File: config.mk
export PLATFORM = sky130hd
export DESIGN_NAME = uart_rx
export DESIGN_NICKNAME = d
export VERILOG_FILES = /design/src/rtl/uart_pkg.sv /design/src/rtl/uart_sync.sv /design/src/rtl/uart_rx.sv
export SDC_FILE = /design/constraint.sdc
export NUM_CORES = 1
export LEC_CHECK = 0
export BUFFER_PORTS_ARGS = -buffer_cell sky130_fd_sc_hd__buf_2
export CAP_MARGIN = 20
export CORE_MARGIN = 10
export CORE_UTILIZATION = 36
export DETAILED_ROUTE_END_ITERATION = 8
export PLACE_DENSITY = 0.58
export SLEW_MARGIN = 10
export SYNTH_ARGS = -nofsm -noshare
export SYNTH_HDL_FRONTEND = slang
export SYNTH_SLANG_ARGS = --single-unit
File: constraint.sdc
create_clock -name clock -period 5.2 [get_ports clock]
set_input_delay 0.52 -clock clock [delete_from_list [all_inputs] [get_ports clock]]
set_output_delay 0.52 -clock clock [all_outputs]
set_load 0.05 [all_outputs]
File: src/rtl/uart_pkg.sv
// Shared types and constants for the UART receiver.
package uart_pkg;

  localparam int unsigned DefaultClockDiv = 139;
  localparam int unsigned DefaultDataBits = 8;
  localparam logic        RxIdleLevel     = 1'b1;

  typedef enum logic [2:0] {
    StIdle,
    StStart,
    StData,
    StParity,
    StStop,
    StBreak
  } uart_state_e;

endpackage

File: src/rtl/uart_sync.sv
// Two-flop synchronizer for an asynchronous input pin; reset value is configurable.
module uart_sync #(
  parameter logic ResetVal = 1'b0
) (
  input  logic clk_i,
  input  logic rst_ni,
  input  logic d_i,
  output logic q_o
);

  logic meta_q, sync_q;

  always_ff @(posedge clk_i or negedge rst_ni) begin
    if (!rst_ni) begin
      meta_q <= ResetVal;
      sync_q <= ResetVal;
    end else begin
      meta_q <= d_i;
      sync_q <= meta_q;
    end
  end

  assign q_o = sync_q;

endmodule

File: src/rtl/uart_rx.sv
// UART receiver (8N1, LSB first) with a one-deep holding register and valid/ready handshake.
// Define UART_RX_PARITY_EN to receive 8E1 frames and report even-parity mismatches.
module uart_rx
  import uart_pkg::*;
#(
  parameter int unsigned CLOCK_DIV = DefaultClockDiv,
  parameter int unsigned DATA_BITS = DefaultDataBits
) (
  input  logic                 clock,
  input  logic                 reset_n,
  input  logic                 rx,
  output logic [DATA_BITS-1:0] data_out,
  output logic                 data_valid,
  input  logic                 data_ready,
  output logic                 framing_error,
  output logic                 overrun,
  output logic                 parity_error,
  output logic                 busy
);

  localparam int unsigned CntW = $clog2(CLOCK_DIV);
  localparam int unsigned IdxW = $clog2(DATA_BITS);
  localparam logic [CntW-1:0] HalfLoad = CntW'(CLOCK_DIV / 2 - 1);
  localparam logic [CntW-1:0] FullLoad = CntW'(CLOCK_DIV - 1);
  localparam logic [IdxW-1:0] LastIdx  = IdxW'(DATA_BITS - 1);

  uart_state_e          state_q, state_d;
  logic [CntW-1:0]      cnt_q, cnt_d;
  logic [IdxW-1:0]      idx_q, idx_d;
  logic [DATA_BITS-1:0] shift_q, shift_d;
  logic [DATA_BITS-1:0] data_q, data_d;
  logic                 valid_q, valid_d;
  logic                 fe_q, fe_d;
  logic                 ov_q, ov_d;
  logic                 rx_s, rx_d1_q;
  logic                 sample, fall, deliver;
`ifdef UART_RX_PARITY_EN
  logic                 par_q, par_d;
  logic                 perr_q, perr_d;
  logic                 pe_q, pe_d;
`endif

  uart_sync #(
    .ResetVal(RxIdleLevel)
  ) u_rx_sync (
    .clk_i (clock),
    .rst_ni(reset_n),
    .d_i   (rx),
    .q_o   (rx_s)
  );

  assign sample = (cnt_q == '0);
  assign fall   = rx_d1_q & ~rx_s;

  always_comb begin
    state_d = state_q;
    cnt_d   = sample ? FullLoad : cnt_q - 1'b1;
    idx_d   = idx_q;
    shift_d = shift_q;
    data_d  = data_q;
    valid_d = valid_q;
    fe_d    = 1'b0;
    ov_d    = 1'b0;
    deliver = 1'b0;
`ifdef UART_RX_PARITY_EN
    par_d   = par_q;
    perr_d  = perr_q;
    pe_d    = 1'b0;
`endif

    if (valid_q && data_ready) valid_d = 1'b0;

    unique case (state_q)
      StIdle: begin
        cnt_d = cnt_q;
        if (fall) begin
          state_d = StStart;
          cnt_d   = HalfLoad;
        end
      end
      StStart: begin
        if (sample) begin
          if (!rx_s) begin
            state_d = StData;
            idx_d   = '0;
`ifdef UART_RX_PARITY_EN
            par_d   = 1'b0;
            perr_d  = 1'b0;
`endif
          end else begin
            state_d = StIdle;
          end
        end
      end
      StData: begin
        if (sample) begin
          shift_d = {rx_s, shift_q[DATA_BITS-1:1]};
          idx_d   = idx_q + 1'b1;
`ifdef UART_RX_PARITY_EN
          par_d   = par_q ^ rx_s;
          if (idx_q == LastIdx) state_d = StParity;
`else
          if (idx_q == LastIdx) state_d = StStop;
`endif
        end
      end
      StParity: begin
`ifdef UART_RX_PARITY_EN
        if (sample) begin
          perr_d  = par_q ^ rx_s;
          state_d = StStop;
        end
`else
        state_d = StIdle;
`endif
      end
      StStop: begin
        if (sample) begin
`ifdef UART_RX_PARITY_EN
          pe_d = perr_q;
`endif
          // Leave mid-stop so a back-to-back start edge is not missed.
          if (rx_s) begin
            deliver = 1'b1;
            state_d = StIdle;
          end else begin
            fe_d    = 1'b1;
            state_d = StBreak;
          end
        end
      end
      StBreak: begin
        if (rx_s) state_d = StIdle;
      end
      default: state_d = StIdle;
    endcase

    if (deliver) begin
      if (!valid_q || data_ready) begin
        data_d  = shift_q;
        valid_d = 1'b1;
      end else begin
        ov_d = 1'b1;
      end
    end
  end

  always_ff @(posedge clock or negedge reset_n) begin
    if (!reset_n) begin
      state_q <= StIdle;
      cnt_q   <= '0;
      idx_q   <= '0;
      shift_q <= '0;
      data_q  <= '0;
      valid_q <= 1'b0;
      fe_q    <= 1'b0;
      ov_q    <= 1'b0;
      rx_d1_q <= RxIdleLevel;
`ifdef UART_RX_PARITY_EN
      par_q   <= 1'b0;
      perr_q  <= 1'b0;
      pe_q    <= 1'b0;
`endif
    end else begin
      state_q <= state_d;
      cnt_q   <= cnt_d;
      idx_q   <= idx_d;
      shift_q <= shift_d;
      data_q  <= data_d;
      valid_q <= valid_d;
      fe_q    <= fe_d;
      ov_q    <= ov_d;
      rx_d1_q <= rx_s;
`ifdef UART_RX_PARITY_EN
      par_q   <= par_d;
      perr_q  <= perr_d;
      pe_q    <= pe_d;
`endif
    end
  end

  assign data_out      = data_q;
  assign data_valid    = valid_q;
  assign framing_error = fe_q;
  assign overrun       = ov_q;
  assign busy          = (state_q != StIdle);
`ifdef UART_RX_PARITY_EN
  assign parity_error  = pe_q;
`else
  assign parity_error  = 1'b0;
`endif

endmodule

# == Word level (Yosys, flattened, before mapping) ==
# Cells that the tools add are included.
# word_totals
reg_bits,36
latchBits,0
ram_bits,0
romBits,0
in_bits,4
out_inout_bits,13
memories,0
# classes
n_addsub,2
multipliers,0
div_mod_pow,0
n_lt_le_gt_ge,0
eq_ne,12
shift,0
mux,27
n_bitwise,2
n_reduce_logical,11
# ops
operator,count
$mux W3,10
$mux W8,3
$pmux W3 S5,1
$ne A2 B2 Y1 const B,6
$mux W1,11
$eq A3 B3 Y1 const B,3
$logic_not A8 Y1,1
$sub A8 B1 Y8 const B,1
$pmux W3 S2,1
$reduce_and A6 Y1,1
$reduce_and A2 Y1,2
$reduce_and A4 Y1,1
$add A3 B1 Y3 const B,1
$eq A3 B1 Y1 const B,1
$eq A3 B2 Y1 const B,1
$logic_not A3 Y1,1
$reduce_bool A3 Y1,1
$mux W2,1
$ne A2 B1 Y1 const B,1
$reduce_bool A2 Y1,1
$and A1 B1 Y1,1
$logic_and A1 B1 Y1,1
$logic_not A1 Y1,1
$logic_or A1 B1 Y1,1
$not A1 Y1,1

# == Longest topological paths before layout ==
# Gate-level depths: netlist of run 1.
# depth
word_depth,4
ltp_mapped,7
mapped_depth_nobuf,6

# == Cells and area by module ==
# Synthesis of run 1 repeated with hierarchy kept, for this count alone.
# hier_totals
cells_unflattened,137
area_unflattened_um2,1630.3
# modules_own_cells
mod,instances,cells_each,area_per_inst_um2,seq_area_each_um2
uart_rx,1,135,1577.8,852.1
uart_sync,1,2,52.6,52.6

# == Least setup slack after synthesis of run 1 ==
# OpenSTA, ideal clock, no wires.
# synth_path
path_type,register to register
start,register cnt_q[0]
end,register idx_q[0]
setup_ns,0.125
arrival_ns,1.681
t_required_ns,5.075
path_slack_ns,3.394
path_stages_with_launch,7
path_buffers,0
synth_period_minus_slack_ns,1.806
path_cell_list,dfrtp_1 inv_1 ha_1 nor4b_4 nand2_2 or3_4 mux2_4
# synth_between
elab_chain_len,3
# synth_rtl
element,line,text
"start, declared",uart_rx.sv:28,"logic [CntW-1:0] cnt_q, cnt_d;"
"start signal, assigned",uart_rx.sv:166,cnt_q <= cnt_d;
$logic_not A8 Y1 (*),uart_rx.sv:52,assign sample = (cnt_q == '0);
$ne A2 B2 Y1 (no line),n/a,
$reduce_and A4 Y1 (no line) (*),n/a,
"end signal, assigned",uart_rx.sv:167,idx_q <= idx_d;
"end, declared",uart_rx.sv:29,"logic [IdxW-1:0] idx_q, idx_d;"
# Mark *: on every way between the ends. The rest lies on a longest branch, timed or not.
# A chain may end at the register's enable or synchronous reset.

# == Worst setup path in the final report of run 1 ==
# layout_path
start,register state_q[2]
end,output busy
# layout_between
elab_chain_len,1
# layout_rtl
element,line,text
"start, declared",uart_rx.sv:27,"uart_state_e state_q, state_d;"
"start signal, assigned",uart_rx.sv:150,state_q <= StIdle;
"start signal, assigned",uart_rx.sv:165,state_q <= state_d;
$reduce_bool A3 Y1,uart_rx.sv:186,assign busy = (state_q != StIdle);
"end, declared",uart_rx.sv:18,output logic busy
# No other way between the ends.

==> results.cfg, run 1 <==
[worst_setup_path]
crit_chain = nor3_2, inv_1, buf_2
critical_path_class = flip-flop to output port
max_stage_delay_ps = 620
crit_path_end_kind = output port
worst_path_max_delay_cell = nor3_2
worst_ep_arrival_time_ps = 1830
cp-start-kind = flip-flop
rrSetupSlack_ps = 3100
cp_data_required_time_ps = 4680
crit_fanout = 13

[die]
core_um2 = 4384
initial_utilization = 0.3756
io_pins = 17
die_h_um = 87.63
dieArea_um2 = 7679
rows = 24
die_w_um = 87.63

[sta]
timing.final.crit_period_ps = 2352
slew_headroom = 0.4862
fmax_mhz = 425.2
whs_ps = 308.1
setup_viol = 0
hold_violations = 0
period_share = 0.4522
skew_ps = 9.262
rsz0062_at_grt = false
tightest_slew_ps = 770.8
final-max-slew-violation-count = 0
setup-tns-final_ps = 0

[pwr]
swShare = 0.3529
vdd_drop_max_uv = 171.3
p_int_uw = 492.7
power_switching_uw = 268.7
p_comb_frac = 0.275
seq_power_share = 0.476
cellPowerDensity_nw_per_um2 = 412.3
power_leakage_nw = 0.9038
p_clk_frac = 0.249

[logic_synthesis]
synth_seq_cells = 36
syn_area_um2 = 1647
syn-num-nets = 163
seq_area_frac_synth = 0.5494
syn_area_per_cell_um2 = 10.62
synthDistinctLibCells = 39
synth_warnings = 0
syn_inst = 155

[flow_run]
cap_violations = 0

[placement]
dp.cells = 217
gp_congestion = 0.8215
hpwlAfterDp_um = 2163
io_buffers = 15

[clock_network]
clkTransAtPathRegs_ps = 70
numCtsBuffers = 5
cts_root_buf = clkbuf_8
htreeDepth = 2
post_cts_buffers = 0
cts_sinks = 36
clkLatencyLatePin_ps = 290
cts_tree = built
hold_buffers = 0
cts_resized = 0
cts_buffer_depth = 2

[cells_and_area]
area_growth_pct = 12.16
finalNonFillerCells = 225
final_nets = 180
antenna_cells = 0
mostFrequentLayoutCells = nand2_1, dfrtp_1, buf_2
drive_gt1_frac = 0.2370
utilization = 0.4212

[drt]
wire_per_inst_um = 13.31
drcViolationCount = 0
drt_wl_total_um = 2994
detail_route.vias_per_cell = 5.111
ant_nets = 0
drt_iter0_drc = 109
dr_total_vias = 1150
dr.pass1.iters = 4

[global_route]
gr-total-overflow = 0
antenna_found_initial = 0
grt_use_total = 0.08462
grt_pass1_vias = 1108
grt_pass1_wl_um = 5161
grt_max_degree = 37

[hold_path]
min_path_type = input pin to async pin

[outcome]
status = finished clean
==> metal layers <==
metal	vias to the layer above	part of all wire	global-route usage	wire, µm
met2	33	0.46	0.1243	1366
met5	-	0	0	0
li1	572	-	-	-
met3	5	0.066	0.02971	197
met1	540	0.46	0.1053	1380
met4	0	0.017	0.04783	50
==> area by class of cell <==
class	instances	area, µm²
fill	421	2537
inverter	4	15.01
timing repair buffer	15	75.07
tap	52	65.06
multi-input combinational	110	701.9
clock buffer	7	76.32
clock inverter	1	8.758
sequential	36	904.6
==> cell families (layout without fill, tap and decap cells) <==
kind of cell	Yosys count	count (layout)	share of synthesized area
fa+ha+maj	4	4	0.03040
compound gates	22	22	0.08815
buf+inv	9	27	0.02431
mux	9	9	0.06383
simple gates	74	74	0.2417
other cells	1	1	0.002277
flops	36	36	0.5494
==> Yosys cell counts <==
| cell type | instances | area, µm² |
|---|---|---|
| nor3b_1 | 5 | 37.54 |
| or3_4 | 1 | 11.26 |
| nand4_1 | 1 | 6.260 |
| a21oi_1 | 7 | 35.03 |
| and3_2 | 1 | 7.510 |
| clkbuf_2 | 1 | 5.000 |
| nor2_1 | 12 | 45.04 |
| a22o_1 | 2 | 17.52 |
| buf_2 | 1 | 5.000 |
| nand2b_1 | 1 | 6.260 |
| mux2_4 | 1 | 15.01 |
| a22oi_1 | 1 | 7.510 |
| dfstp_2 | 3 | 78.83 |
| o211ai_1 | 2 | 15.01 |
| nand3_1 | 5 | 25.02 |
| clkbuf_1 | 2 | 7.510 |
| inv_1 | 4 | 15.01 |
| mux2_2 | 8 | 90.09 |
| ha_1 | 4 | 50.05 |
| or4_1 | 3 | 22.52 |
| buf_4 | 1 | 7.510 |
| nor3_1 | 2 | 10.01 |
| nor3_2 | 1 | 10.01 |
| o22a_1 | 1 | 8.760 |
| o21ai_0 | 4 | 20.02 |
| o31ai_1 | 1 | 7.510 |
| nor2b_1 | 3 | 18.77 |
| conb_1 | 1 | 3.750 |
| and2_2 | 1 | 7.510 |
| nor4b_4 | 1 | 23.77 |
| o41ai_1 | 2 | 17.52 |
| nor2_4 | 1 | 11.26 |
| nand2_2 | 1 | 6.260 |
| a311oi_1 | 1 | 8.760 |
| nand4b_1 | 1 | 8.760 |
| dfrtp_1 | 33 | 825.8 |
| nor3_4 | 1 | 16.27 |
| nand2_1 | 33 | 123.9 |
| o21a_1 | 1 | 7.510 |
==> power groups by stage <==
stage | combinational, mW | sequential (mW) | clock [mW]
6_report | 0.209 | 0.363 | 0.190
5_1_grt | 0.236 | 0.368 | 0.211
4_1_cts | 0.210 | 0.361 | 0.198
3_5_place_dp | 0.208 | 0.366 | 0
3_3_place_gp | 0.204 | 0.365 | 0
2_1_floorplan | 0.169 | 0.357 | 0
==> metrics by stage <==
step / total power [mW] / worst slack (ps) / instance area, µm²
floorplan: 0.5263 / 3394 / 1647
global placement: 0.5691 / 3211 / 1762
detailed placement: 0.5735 / 3109 / 1762
CTS: 0.7687 / 2856 / 1847
global route: 0.8154 / 2727 / 1847
finish: 0.7614 / 2848 / 1847
==> final timing paths <==
check,start,endpoint,cells after the start
max,state_q[2]$_DFFE_PN0P_,busy,3
min,reset_n,cnt_q[3]$_DFFE_PN0N_,1
max reg2reg,state_q[2]$_DFFE_PN0P_,cnt_q[7]$_DFFE_PN0N_,5
min reg2reg,u_rx_sync.meta_q$_DFF_PN1_,u_rx_sync.q_o$_DFF_PN1_,0
max in group asynchronous,reset_n,cnt_q[7]$_DFFE_PN0N_,1
min in group clock,rx,u_rx_sync.meta_q$_DFF_PN1_,1
==> sequential cells by signal, summed over array words and instances (netlist names) <==
signal,cells
shift_q,8
cnt_q,8
u_rx_sync.meta_q,1
data_out,8
idx_q,3
rx_d1_q,1
overrun,1
data_valid,1
state_q,3
framing_error,1
u_rx_sync.q_o,1
==> critical path: cells and delay by family (launching register included) <==
kind | cells | cell delay, ps
buffers and inverters | 2 | 450
AND/OR/NAND/NOR | 1 | 620
flip-flops | 1 | 470
No activity file was read; power rests on OpenSTA's default activity.
==> run 2, diff against run 1 <==
==> constraint.sdc (replaced) <==
create_clock -name clock -period 2.5 [get_ports clock]
set_input_delay 0.25 -clock clock [delete_from_list [all_inputs] [get_ports clock]]
set_output_delay 0.25 -clock clock [all_outputs]
set_load 0.05 [all_outputs]
==> run 2 against run 1 <==
- clock skew rose by 3.5 ps
- sequential share of layout area decreased by 0.78 points
- die area did not move
- clock power grew to 2.6 times the previous value
- wire length grew 6.4%
- global-route usage grew 0.55 points
- combinational power rose by 120%
- critical path depth increased by 3
- count of clock-buffer cells in the layout decreased by 1
- largest power group unchanged
==> results.cfg, run 2 (same netlist as run 1, synthesis figures left out) <==
[worst_setup_path]
crit_family = simple AND/OR/NAND/NOR gates
crit_chain = inv_1, ha_1, nor4b_4, nand2_2, nor2_4, mux2_2
cp_data_required_time_ps = 2670
worst_ep_arrival_time_ps = 2150
worst_path_max_delay_cell = dfrtp_1
crit_path_end_kind = flip-flop
critical_path_class = flip-flop to flip-flop
cp-start-kind = flip-flop
cp.buffers_inverters = 1
max_stage_delay_ps = 420
crit_fanout = 8

[clock_network]
post_cts_buffers = 0
clkTransAtPathRegs_ps = 80
clkLatencyLatePin_ps = 290
cts_tree = built
cts_buffer_depth = 2
cts_sinks = 36
hold_buffers = 0
numCtsBuffers = 5
htreeDepth = 2
cts_resized = 0
cts_root_buf = clkbuf_8

[pwr]
finalPower_mw = 1.708
vdd_drop_max_uv = 285.3
power_leakage_nw = 0.9217
cellPowerDensity_nw_per_um2 = 909.8

[die]
die_h_um = 87.63
die_w_um = 87.63
io_pins = 17
dieArea_um2 = 7679
rows = 24
initial_utilization = 0.3756
core_um2 = 4384

[sta]
slew_headroom = 0.4850
period_share = 0.7944
setup-tns-final_ps = 0
setup_viol = 0
skew_ps = 12.75
hold_violations = 0
setup_ws_ps = 514.0
final-max-slew-violation-count = 0
whs_ps = 37.17
timing.final.crit_period_ps = 1986
tightest_slew_ps = 772.5
fmax_mhz = 503.5
rsz0062_at_grt = false

[cells_and_area]
finalNonFillerCells = 226
antenna_cells = 0
utilization = 0.4281
drive_gt1_frac = 0.2471
nFillCells = 421
fin_area_um2 = 1877
mostFrequentLayoutCells = nand2_1, dfrtp_1, buf_2
multi_input_area_um2 = 701.9
final_nets = 181
seq_area_um2 = 904.6
area_growth_pct = 13.98

[global_route]
antenna_found_initial = 0
grt_max_degree = 37
gr-total-overflow = 0
grt_pass1_wl_um = 5540
grt_pass1_vias = 1181
grt_use_total = 0.09016

[drt]
wire_per_inst_um = 14.10
dr.pass1.iters = 4
ant_nets = 0
dr_total_vias = 1181
drt_iter0_drc = 88
drcViolationCount = 0
detail_route.vias_per_cell = 5.226
drt_wl_total_um = 3187

[outcome]
status = finished clean

[placement]
gp_congestion = 0.8597
dp.cells = 218
io_buffers = 15
placed_area_um2 = 1769
hpwlAfterDp_um = 2284
dp_slack_ps = 549.9

[hold_path]
min_path_type = input pin to async pin

[flow_run]
cap_violations = 0
-- run 2: cell count changes in the layout (fill, tap and decap cells not counted) --
cell	previous run	this run
buf_4	0	1
bufinv_16	0	1
clkbuf_1	2	1
clkinv_2	0	1
clkinv_4	1	0
-- run 2: layout make-up --
class,instances,share of cell area
Timing Repair Buffer,16,0.04400
Inverter,4,0.008000
Clock buffer,6,0.03867
Multi-Input combinational cell,110,0.3740
Tap cell,52,0.03467
Sequential cell,36,0.4820
Clock inverter,2,0.01867
-- run 2: final timing paths --
check	start	end	slack (ps)	depth (start not counted)
worst max-delay path	cnt_q[0]$_DFFE_PN0N_	data_out[7]$_DFFE_PN0P_	510	6
worst min-delay path	reset_n	state_q[2]$_DFFE_PN0P_	40	1
worst max register to register	cnt_q[0]$_DFFE_PN0N_	data_out[7]$_DFFE_PN0P_	510	6
worst min register to register	u_rx_sync.meta_q$_DFF_PN1_	u_rx_sync.q_o$_DFF_PN1_	360	0
max in group asynchronous	reset_n	state_q[0]$_DFFE_PN0P_	1970	1
min in group clock	rx	u_rx_sync.meta_q$_DFF_PN1_	70	1
-- run 2: layer usage --
layer	vias up	global-route usage	wire (µm)
met1	574	0.1037	1438
li1	576	-	-
met5	-	0	0
met4	0	0.04783	27
met3	4	0.03621	191
met2	27	0.1409	1530
-- run 2: report_power, final --
part / internal, mW / leakage [nW] / total, mW / switching (mW)
Clock: 0.296 / 0.0552 / 0.495 / 0.199
Combinational: 0.182 / 0.391 / 0.456 / 0.274
Sequential: 0.653 / 0.475 / 0.756 / 0.103
Total: 1.13 / 0.922 / 1.71 / 0.576
-- run 2: worst reg2reg max path: cells and delay by family, from the launching register on --
kind | cells | cell delay, ps
simple gates | 3 | 770
mux | 1 | 370
fa+ha+maj | 1 | 210
flops | 1 | 420
buf+inv | 1 | 100
==> run 3, diff against run 2 <==
--- a/config.mk
+++ b/config.mk
@@ -10,7 +10,7 @@
 export CORE_MARGIN = 10
 export CORE_UTILIZATION = 36
 export DETAILED_ROUTE_END_ITERATION = 8
-export PLACE_DENSITY = 0.58
+export PLACE_DENSITY = 0.6
 export SLEW_MARGIN = 10
 export SYNTH_ARGS = -nofsm -noshare
 export SYNTH_HDL_FRONTEND = slang
==> constraint.sdc (replaced) <==
create_clock -name clock -period 1.8 [get_ports clock]
set_input_delay 0.18 -clock clock [delete_from_list [all_inputs] [get_ports clock]]
set_output_delay 0.18 -clock clock [all_outputs]
set_load 0.05 [all_outputs]
==> run 3 against run 2 <==
- the flow now finishes with violations (hold timing)
- worst setup slack got worse by 430 ps
- critical path type unchanged
- count of clock-buffer cells in the layout unchanged
- largest power group unchanged
- first-iteration DRC count fell by 49%
==> results.cfg, run 3 (same netlist as run 1, synthesis figures left out) <==
[outcome]
status = finished, violations left
violations = hold timing

[clock_network]
clkTransAtPathRegs_ps = 70
clkLatencyLatePin_ps = 290
cts_buffer_depth = 2
cts_root_buf = clkbuf_8
cts_sinks = 36
numCtsBuffers = 5
htreeDepth = 2
cts_tree = built

[worst_setup_path]
max_stage_delay_ps = 390
crit_chain = inv_2, ha_4, nor4b_4, nand2_2, or3_4, mux2_4
critical_path_class = flip-flop to flip-flop
cp_data_required_time_ps = 1980
crit_path_end_kind = flip-flop
worst_ep_arrival_time_ps = 1900
crit_family = simple AND/OR/NAND/NOR gates
worst_path_max_delay_cell = dfrtp_1
crit_fanout = 4
cp.buffers_inverters = 1
cp-start-kind = flip-flop

[placement]
io_buffers = 15
placed_area_um2 = 1817
dp.cells = 224
hpwlAfterDp_um = 2332
gp_congestion = 0.8735

[global_route]
grt_max_degree = 37
grt_pass1_vias = 1196
grt_pass1_wl_um = 5664
grt_use_total = 0.09342
gr-total-overflow = 0
antenna_found_initial = 0

[drt]
dr_total_vias = 1201
wire_per_inst_um = 14.46
drcViolationCount = 0
detail_route.vias_per_cell = 5.155
ant_nets = 0
dr.pass1.iters = 4
drt_wl_total_um = 3369
drt_iter0_drc = 45

[cells_and_area]
finalNonFillerCells = 233
utilization = 0.4386
seq_area_um2 = 904.6
antenna_cells = 0
nFillCells = 415
multi_input_area_um2 = 715.7
fin_area_um2 = 1923
mostFrequentLayoutCells = nand2_1, dfrtp_1, buf_2
drive_gt1_frac = 0.2873
final_nets = 189
area_growth_pct = 16.79

[sta]
timing.final.crit_period_ps = 1719
fmax_mhz = 581.6
whs_ps = -25.82
skew_ps = 7.930
final-max-slew-violation-count = 0
setup-tns-final_ps = 0
hold_violations = 33
period_share = 0.9552
slew_headroom = 0.4721
setup_viol = 0
tightest_slew_ps = 791.9

[flow_run]
cap_violations = 0

[pwr]
power_leakage_nw = 0.9467
vdd_drop_max_uv = 440.0
cellPowerDensity_nw_per_um2 = 1204

[hold_path]
min_path_type = input pin to async pin

[die]
initial_utilization = 0.3756
die_w_um = 87.63
io_pins = 17
dieArea_um2 = 7679
die_h_um = 87.63
core_um2 = 4384
rows = 24
run 3: per-stage QoR:
| stage | total power [mW] | setup WS, ps |
|---|---|---|
| floorplan | 1.523 | 31.54 |
| global placement | 1.726 | 71.34 |
| detailed placement | 1.743 | 40.07 |
| CTS | 2.296 | 3.719 |
| global route | 2.482 | -14.14 |
| finish | 2.315 | 80.65 |
run 3: where the power goes:
part           internal (mW)  total [mW]  switching [mW]
combinational          0.323       0.738           0.416
clock                  0.263       0.540           0.277
sequential             0.907        1.04           0.129
total                   1.49        2.31           0.822
run 3: timing repair:
item / 4_1_cts / 5_1_grt
gates resized for setup: 0 / 4
setup endpoints to repair: 0 / 12
hold endpoints to repair: 1 / 0
hold buffers: 1 / 0
buffers inserted: 0 / 1
run 3: final cells by class:
type                    count  share of cell area
multi-input cells         110              0.3722
inverters                   4            0.007807
clock inverters             1            0.002602
clock buffers               6             0.03774
well taps                  52             0.03383
flip-flops and latches     36              0.4704
repair buffers             24             0.07547
run 3: path summary, 6_finish.rpt:
check	from	end	slack, ps	cells after the start
worst max-delay path	cnt_q[1]$_DFFE_PN0N_	idx_q[0]$_DFFE_PN0P_	80	6
worst min-delay path	reset_n	cnt_q[2]$_DFFE_PN0N_	-30	1
min in group clock	data_ready	overrun$_DFF_PN0_	200	3
max in group asynchronous	reset_n	state_q[0]$_DFFE_PN0P_	1330	1
worst max register to register	cnt_q[1]$_DFFE_PN0N_	idx_q[0]$_DFFE_PN0P_	80	6
worst min register to register	u_rx_sync.meta_q$_DFF_PN1_	u_rx_sync.q_o$_DFF_PN1_	360	0
run 3: layer usage:
metal / vias to the layer above / global-route usage / routed length, µm
met5: - / 0 / 0
met4: 0 / 0.04203 / 62
met3: 7 / 0.03993 / 197
met2: 22 / 0.1396 / 1575
met1: 586 / 0.1142 / 1533
li1: 586 / - / -
run 3: worst reg2reg max path: stages, from the launching register on:
cell     delay (ps)
dfrtp_1         390
inv_2            90
ha_4            140
nor4b_4         240
nand2_2         140
or3_4           360
mux2_4          260
